File: src/rtl/led_arb_pkg.sv
// led_arbiter shared constants.
// State encoding and OWNER codes.
package led_arb_pkg;

    localparam logic [1:0] IDLE   = 2'b00;
    localparam logic [1:0] GRANT1 = 2'b01;
    localparam logic [1:0] GRANT2 = 2'b10;
    localparam logic [1:0] GAP    = 2'b11;

    localparam logic [1:0] OWN_NONE = 2'b00;
    localparam logic [1:0] OWN_B1   = 2'b01;
    localparam logic [1:0] OWN_B2   = 2'b10;

endpackage

File: src/rtl/button_debounce.sv
// Active-low button synchroniser and debouncer.
// Emits a one-cycle PRESS_EVT on each accepted press.
module button_debounce
    import led_arb_pkg::*;
#(
    parameter logic [14:0] DEB_MAX = 15'd24000
) (
    input  logic CLK,
    input  logic RST_N,
    input  logic BUT_N,
    output logic PRESSED,
    output logic PRESS_EVT
);

    localparam int CW = $clog2(int'(DEB_MAX) + 1);

    logic          s1_q, s2_q;
    logic          stable_q, stable_d;
    logic [CW-1:0] cnt_q, cnt_d, cnt_inc;
    logic          differ, hit;

    // Count consecutive disagreeing cycles; accept on DEB_MAX.
    always_comb begin
        cnt_inc  = cnt_q + CW'(1);
        differ   = (s2_q != stable_q);
        hit      = differ && (cnt_inc == CW'(DEB_MAX));
        cnt_d    = '0;
        stable_d = stable_q;
        if (differ) begin
            if (hit) begin
                stable_d = s2_q;
            end else begin
                cnt_d = cnt_inc;
            end
        end
    end

    // Two-flop synchroniser, stable level and counter.
    always_ff @(posedge CLK or negedge RST_N) begin
        if (!RST_N) begin
            s1_q     <= 1'b1;
            s2_q     <= 1'b1;
            stable_q <= 1'b1;
            cnt_q    <= '0;
        end else begin
            s1_q     <= BUT_N;
            s2_q     <= s1_q;
            stable_q <= stable_d;
            cnt_q    <= cnt_d;
        end
    end

    assign PRESSED   = ~stable_q;
    assign PRESS_EVT = hit & ~s2_q;

endmodule

File: src/rtl/led_arbiter.sv
// Round-robin owner of the two user LEDs.
// Debounced presses queue requests; grants hold, then gap.
module led_arbiter
    import led_arb_pkg::*;
#(
    parameter logic [14:0] DEB_MAX     = 15'd24000,
    parameter logic [23:0] HOLD_CYCLES = 24'd10000000,
    // 20 bits so the one-million default fits
    parameter logic [19:0] GAP_CYCLES  = 20'd1000000
) (
    input  logic       CLK,
    input  logic       RST_N,
    input  logic       BUT1,
    input  logic       BUT2,
    output logic       LED1,
    output logic       LED2,
    output logic [1:0] OWNER,
    output logic [1:0] PEND
);

    localparam int HW = (HOLD_CYCLES > 1) ?
                        $clog2(int'(HOLD_CYCLES)) : 1;
    localparam int GW = (GAP_CYCLES > 1) ?
                        $clog2(int'(GAP_CYCLES)) : 1;

    if (GAP_CYCLES == 0) begin : g_bad_gap
        $error("GAP_CYCLES must be at least 1");
    end
    if (HOLD_CYCLES == 0) begin : g_bad_hold
        $error("HOLD_CYCLES must be at least 1");
    end

    logic          evt1, evt2;
    logic [1:0]    state_q, state_d;
    logic [1:0]    pend_q, pend_d;
    logic [HW-1:0] hold_q, hold_d;
    logic [GW-1:0] gap_q, gap_d;
    logic          last2_q, last2_d;
    logic          idle, g1, g2;

    button_debounce #(.DEB_MAX(DEB_MAX)) u_deb1 (
        .CLK       (CLK),
        .RST_N     (RST_N),
        .BUT_N     (BUT1),
        .PRESSED   (),
        .PRESS_EVT (evt1)
    );

    button_debounce #(.DEB_MAX(DEB_MAX)) u_deb2 (
        .CLK       (CLK),
        .RST_N     (RST_N),
        .BUT_N     (BUT2),
        .PRESSED   (),
        .PRESS_EVT (evt2)
    );

    // Grant choice, state/counter sequencing and pending update.
    always_comb begin
        idle    = (state_q == IDLE);
        g1      = idle & pend_q[0] & (~pend_q[1] | last2_q);
        g2      = idle & pend_q[1] & (~pend_q[0] | ~last2_q);
        state_d = state_q;
        hold_d  = hold_q;
        gap_d   = gap_q;
        last2_d = last2_q;
        unique case (state_q)
            IDLE: begin
                if (g1) begin
                    state_d = GRANT1;
                    last2_d = 1'b0;
                    hold_d  = HW'(HOLD_CYCLES - 24'd1);
                end else if (g2) begin
                    state_d = GRANT2;
                    last2_d = 1'b1;
                    hold_d  = HW'(HOLD_CYCLES - 24'd1);
                end
            end
            GRANT1, GRANT2: begin
                if (hold_q == '0) begin
                    state_d = GAP;
                    gap_d   = GW'(GAP_CYCLES - 20'd1);
                end else begin
                    hold_d = hold_q - HW'(1);
                end
            end
            GAP: begin
                if (gap_q == '0) begin
                    state_d = IDLE;
                end else begin
                    gap_d = gap_q - GW'(1);
                end
            end
            default: state_d = IDLE;
        endcase
        // the owner's own re-press during its grant is dropped
        pend_d[0] = (pend_q[0] & ~g1) |
                    (evt1 & (state_q != GRANT1));
        pend_d[1] = (pend_q[1] & ~g2) |
                    (evt2 & (state_q != GRANT2));
    end

    // Arbiter registers; BUT1 wins the first tie after reset.
    always_ff @(posedge CLK or negedge RST_N) begin
        if (!RST_N) begin
            state_q <= IDLE;
            pend_q  <= 2'b00;
            hold_q  <= '0;
            gap_q   <= '0;
            last2_q <= 1'b1;
        end else begin
            state_q <= state_d;
            pend_q  <= pend_d;
            hold_q  <= hold_d;
            gap_q   <= gap_d;
            last2_q <= last2_d;
        end
    end

    assign LED1  = (state_q == GRANT1);
    assign LED2  = (state_q == GRANT2);
    assign OWNER = LED1 ? OWN_B1 : (LED2 ? OWN_B2 : OWN_NONE);
    assign PEND  = pend_q;

endmodule

File: config.mk
export PLATFORM = sky130hd
export DESIGN_NAME = led_arbiter
export DESIGN_NICKNAME = d
export VERILOG_FILES = /design/src/rtl/led_arb_pkg.sv /design/src/rtl/button_debounce.sv /design/src/rtl/led_arbiter.sv
export SDC_FILE = /design/constraint.sdc
export NUM_CORES = 1
export LEC_CHECK = 0
export CORE_ASPECT_RATIO = 1.1
export CORE_MARGIN = 2
export CORE_UTILIZATION = 56
export DETAILED_ROUTE_END_ITERATION = 10
export PLACE_DENSITY = 0.88
export SLEW_MARGIN = 20
export SYNTH_ARGS = -nofsm -noshare
export SYNTH_HDL_FRONTEND = slang
export SYNTH_SLANG_ARGS = --single-unit
File: constraint.sdc
create_clock -name CLK -period 2.5 [get_ports CLK]
set_input_delay 0.375 -clock CLK [delete_from_list [all_inputs] [get_ports CLK]]
set_output_delay 0.375 -clock CLK [all_outputs]
set_load 0.02 [all_outputs]
==> results of run 1 <==
## where the power goes
group	total, uW	leakage, uW	internal (uW)	switching (uW)
clock	1060	0.000101	563	497
sequential	1400	0.00115	1390	11.7
combinational	81.3	0.00131	29.4	51.9
## layout make-up
class / instances / area share
sequential: 85 / 0.3751
timing repair buffer: 55 / 0.07826
clock inverter: 4 / 0.01271
clock buffer: 12 / 0.02367
tap: 111 / 0.02433
inverter: 13 / 0.008549
multi-input combinational: 388 / 0.4774
## logic make-up (layout without fill, tap and decap cells)
kind of cell    count (synthesis)  in the layout  synth area share
xor+xnor                       60             60            0.1097
flops                          85             85            0.4457
buf+inv                        32             84           0.03185
simple gates                  249            249            0.2846
mux                             4              4          0.008877
compound gates                 64             64           0.09061
fa+ha+maj                      11             11           0.02872
## worst min-delay path by stage
stage,start,to,slack (ps),depth (start not counted)
after floorplan,RST_N,PEND[0]$_DFF_PN0_,80,0
after global placement,u_deb1.s1_q$_DFF_PN1_,u_deb1.s2_q$_DFF_PN1_,350,0
after detailed placement,u_deb1.s1_q$_DFF_PN1_,u_deb1.s2_q$_DFF_PN1_,350,0
after CTS,RST_N,gap_q[8]$_DFFE_PN0P_,4,1
after global routing,RST_N,gap_q[18]$_DFFE_PN0P_,40,1
final,RST_N,gap_q[19]$_DFFE_PN0P_,-8,1
## worst max-delay path, delay by kind of cell (launching register included)
| family | cells | cell delay (ps) |
|---|---|---|
| AND/OR/NAND/NOR | 4 | 1060 |
| buffers and inverters | 3 | 520 |
| flip-flops | 1 | 440 |
| XOR/XNOR | 1 | 180 |
| AO/OA/AOI/OAI | 1 | 140 |
## metrics by stage
stage / area (um2) / power [uW] / hold WS [ps] / setup TNS, ps / std cells
4_1_cts: 5420 / 2542 / 4.393 / -21.43 / 654
3_3_place_gp: 5174 / 1497 / 345.7 / 0 / 638
6_report: 5708 / 2542 / -7.755 / 0 / 668
2_1_floorplan: 4798 / 1450 / 79.41 / 0 / 505
3_5_place_dp: 5174 / 1500 / 349.7 / -1120 / 638
5_1_grt: 5708 / 2612 / 38.46 / -877.9 / 668
## placed cells by master, fill, tap and decap left out, types with 9 or more instances in the layout
| cell | instances |
|---|---|
| clkbuf_8 | 9 |
| nor4_2 | 10 |
| buf_4 | 44 |
| xnor2_1 | 30 |
| nor3_1 | 18 |
| nor2_1 | 58 |
| a21oi_1 | 15 |
| a31oi_1 | 9 |
| nand4_1 | 12 |
| ha_1 | 10 |
| nand3_1 | 17 |
| xor2_1 | 29 |
| inv_1 | 13 |
| nand2_1 | 43 |
| dfrtp_1 | 74 |
| o21ai_0 | 11 |
## registers in the layout, summed over array words and instances, names as in the netlist, 2 cells and up
signal,flops
u_deb1.cnt_q,15
u_deb2.cnt_q,15
state_q,2
PEND,2
hold_q,24
gap_q,20
## what timing repair did
action,4_1_cts,5_1_grt
gates cloned,0,1
pin swaps,0,9
gates resized for setup,7,36
endpoints found under the setup margin,13,41
buffers inserted,0,13
## metal layers
layer / vias to the layer above / share of wire
met5: - / 0
met3: 42 / 0.052
met4: 0 / 0.033
met1: 2089 / 0.42
met2: 193 / 0.50
li1: 1898 / -
==> flow_summary.json, run 1 <==
{
  "status": "finished, violations left",
  "violations": "negative hold slack",
  "synth.distinct_cells": 58,
  "worstSetupStartpoint": "hold_q[2]$_DFFE_PN0P_",
  "path_class": "reg -> reg",
  "antennaDiodeCount": 0,
  "tightest_slew_ps": 770.8,
  "maxCapViolCount": 0,
  "ir_drop_mv": 0.3450,
  "avgSynthCellArea_um2": 9.489,
  "gr-total-overflow": 0,
  "gp_congestion": 0.8881,
  "critPathLaunchType": "register",
  "insertion_delay_ps": 360,
  "post-place-ws_ps": -138.2,
  "remaining_drc_errors": 0,
  "io_pins": 10,
  "cpPeakStageDelay_ps": 530,
  "multi_input_area_mm2": 0.002725,
  "n_fill_cell": 575,
  "synth_common_cells": "78 x dfrtp_1, 60 x nor2_1, 44 x nand2_1",
  "fmax_ghz": 0.4075,
  "synth-seq-cells": 85,
  "critPathSlowestCell": "or4_4",
  "via_per_inst": 6.320,
  "first_global_vias": 4022,
  "synth_area_leaders": "dfrtp_1 41%, xnor2_1 5.5%, xor2_1 5.5%",
  "cts_tree": "built",
  "fin_worst_skew_ps": 13.61,
  "crit_chain": "or4_4, nor4b_4, buf_4, buf_4, a41oi_1, buf_4, nand2_1, xor2_1, nor2_1",
  "ctsHoldBuffers": 0,
  "leakagePower_uw": 0.002565,
  "powerDensity_mw_per_mm2": 445.3,
  "drive_above_1_share": 0.2172,
  "rr_startpoint": "hold_q[2]$_DFFE_PN0P_",
  "synth_most_common_cell": "dfrtp_1",
  "initial_core_util": 0.5729,
  "firstDrtPassIters": 6,
  "syn_area_mm2": 0.004792,
  "area_growth_pct": 19.11,
  "cts_sinks": 85,
  "grt_max_degree": 45,
  "cpMostUsedCell": "buf_4",
  "synth_top_area_frac": 0.4073,
  "coreArea_mm2": 0.008364,
  "worstSetupEndpointType": "register",
  "yosysTopAreaCell": "dfrtp_1",
  "portBuffers": 9,
  "async_flop_share": 1.000,
  "num_rows": 35,
  "yosysWarnings": 0,
  "relSlewSlack": 0.4839,
  "hpwlAfterDp_um": 7046,
  "grtUsageMet2": 0.4095,
  "fp.dieH_um": 101.0,
  "required_ps": 2760,
  "nets": 567,
  "wl_per_cell_um": 17.57,
  "regArea_mm2": 0.002141,
  "first_iter_violations": 392,
  "slew_violations": 0,
  "routed_wl_um": 11740,
  "synth-edff-count": 0,
  "synth_nets": 520,
  "clockBufferDepth": 2,
  "track_usage": 0.2447,
  "synthFlopType": "dfrtp_1",
  "gr-usage-met1": 0.3105,
  "antenna_found_initial": 0,
  "rsz0062_at_grt": "yes",
  "postRouteAntennaNets": 0,
  "min_period_over_period": 0.9816,
  "path_clk_slew_ps": 90,
  "setup_viol": 0,
  "timing.rr.end": "hold_q[11]$_DFFE_PN0P_",
  "period_minus_slack_ps": 2454,
  "die_x_um": 92.20,
  "post-route-util": 0.6824,
  "dr_total_vias": 4222,
  "postSynthCellCount": 505,
  "dieArea_mm2": 0.009314,
  "hold_ws_ps": -7.755,
  "cp.arrival_ps": 2710,
  "grt_pass1_wl_um": 18370,
  "cp_max_fo": 6,
  "min_path_type": "in -> async",
  "r2r_slack_ps": 50,
  "hold_viol_final": 12,
  "numCtsBuffers": 9,
  "ys_seq_area_frac": 0.4457,
  "r2r_cells": 9,
  "critPathCapture": "hold_q[11]$_DFFE_PN0P_",
  "grtUsageMet3": 0.03067,
  "busiest_layer": "met2",
  "htree_levels": 3,
  "root_buffer": "clkbuf_8",
  "fin_ws_ps": 46.10
}
(Power assumes the default switching activity.)
==> inputs of run 2 (changes only) <==
--- a/config.mk
+++ b/config.mk
@@ -8,8 +8,9 @@
 export CORE_ASPECT_RATIO = 1.1
 export CORE_MARGIN = 2
 export CORE_UTILIZATION = 56
+export CTS_CLUSTER_DIAMETER = 30
 export DETAILED_ROUTE_END_ITERATION = 10
-export PLACE_DENSITY = 0.88
+export PLACE_DENSITY = 0.76
 export SLEW_MARGIN = 20
 export SYNTH_ARGS = -nofsm -noshare
 export SYNTH_HDL_FRONTEND = slang
==> run 2 against run 1 <==
Net effect:
- the flow finishes with violations (negative hold slack, negative setup slack)
- sequential share of layout area is 0.22 points higher
- sequential power hardly changed
- via count is 8.1% lower
- critical path depth is 2 lower
- die area stayed put
- design area is 0.70% lower
- hold slack better by 2.6 ps
- worst setup slack worse by 72 ps
- first-iteration DRC count is 58% lower
- clock-buffer cell count stayed put
- critical path type unchanged
- critical endpoint is now gap_q[16]$_DFFE_PN0P_
- largest cell class unchanged
==> flow_summary.json, run 2 (synthesized netlist as in run 1, its figures left out) <==
{
  "status": "finished, violations left",
  "violations": "negative hold slack, negative setup slack",
  "antenna_found_initial": 0,
  "required_ps": 2740,
  "first_global_vias": 3763,
  "first_iter_violations": 165,
  "postRouteAntennaNets": 0,
  "critPathSlowestCell": "or4_4",
  "num_rows": 35,
  "r2r_slack_ps": -30,
  "portBuffers": 9,
  "area_growth_pct": 18.28,
  "p_int_uw": 1774,
  "fmax_ghz": 0.3959,
  "multi_input_area_mm2": 0.002744,
  "nets": 565,
  "fin_ws_ps": -25.71,
  "rsz0062_at_grt": "yes",
  "routed_wl_um": 10380,
  "pwr-share-seq": 0.602,
  "total_power_uw": 2329,
  "coreArea_mm2": 0.008364,
  "n_fill_cell": 637,
  "regMostFlops": "hold_q",
  "fin_area_mm2": 0.005668,
  "hold_ws_ps": -5.194,
  "gr-total-overflow": 0,
  "grt_pass1_wl_um": 17270,
  "cts_tree": "built",
  "placed_area_mm2": 0.005174,
  "cpPeakStageDelay_ps": 580,
  "hold_viol_final": 6,
  "root_buffer": "clkbuf_8",
  "critPathLaunchType": "register",
  "regArea_mm2": 0.002138,
  "ir_drop_mv": 0.3105,
  "path_delay_family": "simple AND/OR/NAND/NOR gates",
  "cp.arrival_ps": 2770,
  "tightest_slew_ps": 798.1,
  "p_switching_uw": 555.0,
  "powerDensity_mw_per_mm2": 411.0,
  "largest_register_ffs": 24,
  "maxCapViolCount": 0,
  "antennaDiodeCount": 0,
  "switching_share": 0.2383,
  "gp_congestion": 0.8597,
  "relSlewSlack": 0.4673,
  "setup-tns-final_ps": -25.71,
  "setup_viol": 1,
  "power.share.combinational": 0.033,
  "drive_above_1_share": 0.2000,
  "track_usage": 0.2281,
  "period_minus_slack_ps": 2526,
  "p_clk_frac": 0.365,
  "via_per_inst": 5.826,
  "fp.dieH_um": 101.0,
  "remaining_drc_errors": 0,
  "grt_max_degree": 44,
  "mostFrequentLayoutCell": "dfrtp_1",
  "hpwlAfterDp_um": 6869,
  "clockBufferDepth": 2,
  "min_path_type": "in -> async",
  "crit_chain": "or4_4, nor4b_4, buf_4, a31oi_4, or4b_4, xor2_1, nand2_1",
  "cts_sinks": 85,
  "initial_core_util": 0.5729,
  "cp_max_fo": 8,
  "path_class": "reg -> reg",
  "slew_violations": 0,
  "firstDrtPassIters": 4,
  "insertion_delay_ps": 360,
  "top_regs": "hold_q (24), gap_q (20)",
  "dr_total_vias": 3880,
  "wl_per_cell_um": 15.58,
  "fin_worst_skew_ps": 13.41,
  "htree_levels": 3,
  "worstSetupEndpointType": "register",
  "path_clk_slew_ps": 80,
  "ctsHoldBuffers": 0,
  "numCtsBuffers": 9,
  "min_period_over_period": 1.010,
  "leakagePower_uw": 0.002525,
  "final_cell_mix": "76 x dfrtp_1, 59 x nor2_1, 44 x nand2_1",
  "dieArea_mm2": 0.009314,
  "critPathBufInv": 1,
  "die_x_um": 92.20,
  "io_pins": 10,
  "post-place-ws_ps": -109.6
}
## run 2: per-layer routing
| metal | share of wire | GRT usage | wire (um) |
|---|---|---|---|
| met5 | 0 | 0 | 0 |
| met4 | 0.015 | 0.07003 | 156 |
| met3 | 0.027 | 0.04114 | 285 |
| met2 | 0.49 | 0.3654 | 5100 |
| met1 | 0.47 | 0.3196 | 4836 |
## run 2: power by group through the flow
stage | Clock, uW | Sequential [uW] | Combinational, uW
final | 851 | 1400 | 76.3
after global placement | 0 | 1430 | 73.4
after global routing | 930 | 1400 | 87.6
after floorplan | 0 | 1430 | 23.9
after CTS | 865 | 1400 | 75.4
after detailed placement | 0 | 1430 | 73.8
## run 2: path summary, 6_finish.rpt
kind | to | startpoint | depth (start not counted)
hold reg to reg | u_deb1.s2_q$_DFF_PN1_ | u_deb1.s1_q$_DFF_PN1_ | 0
max in group asynchronous | u_deb1.stable_q$_DFFE_PN1P_ | RST_N | 2
setup reg to reg | gap_q[16]$_DFFE_PN0P_ | hold_q[3]$_DFFE_PN0P_ | 7
min in group CLK | u_deb1.s2_q$_DFF_PN1_ | u_deb1.s1_q$_DFF_PN1_ | 0
hold / removal | gap_q[13]$_DFFE_PN0P_ | RST_N | 1
setup / recovery | gap_q[16]$_DFFE_PN0P_ | hold_q[3]$_DFFE_PN0P_ | 7
## run 2: per-stage QoR
step / hold slack [ps] / std cells / utilization
after global routing: 37.49 / 666 / 0.6776
after floorplan: 79.41 / 505 / -
after detailed placement: 349.7 / 638 / 0.6185
after CTS: 20.23 / 654 / 0.6401
final: -5.194 / 666 / 0.6776
after global placement: 345.5 / 638 / 0.6185
## run 2: worst reg2reg max path, stage by stage (launching register included)
cell and delay [ps]:
dfrtp_1 400, or4_4 580, nor4b_4 310, buf_4 170, a31oi_4 150, or4b_4 550
xor2_1 170, nand2_1 70
## run 2: what timing repair did
action | 4_1_cts | 5_1_grt
resized for setup | 3 | 37
endpoints found under the setup margin | 10 | 39
setup buffers | 0 | 12
pin swaps | 0 | 15
## run 2: layout make-up
class,instances,area share
clock buffer,12,0.02384
clock inverter,4,0.004415
inverter,13,0.008609
multi-input combinational,388,0.4841
sequential,85,0.3773
tap,111,0.02450
timing repair buffer,53,0.07726
==> inputs of run 3 (changes only) <==
--- a/config.mk
+++ b/config.mk
@@ -8,7 +8,6 @@
 export CORE_ASPECT_RATIO = 1.1
 export CORE_MARGIN = 2
 export CORE_UTILIZATION = 56
-export CTS_CLUSTER_DIAMETER = 30
 export DETAILED_ROUTE_END_ITERATION = 10
 export PLACE_DENSITY = 0.76
 export SLEW_MARGIN = 20
==> results of run 3 <==
Final layout, timing and power as in run 2 (identical DEF).
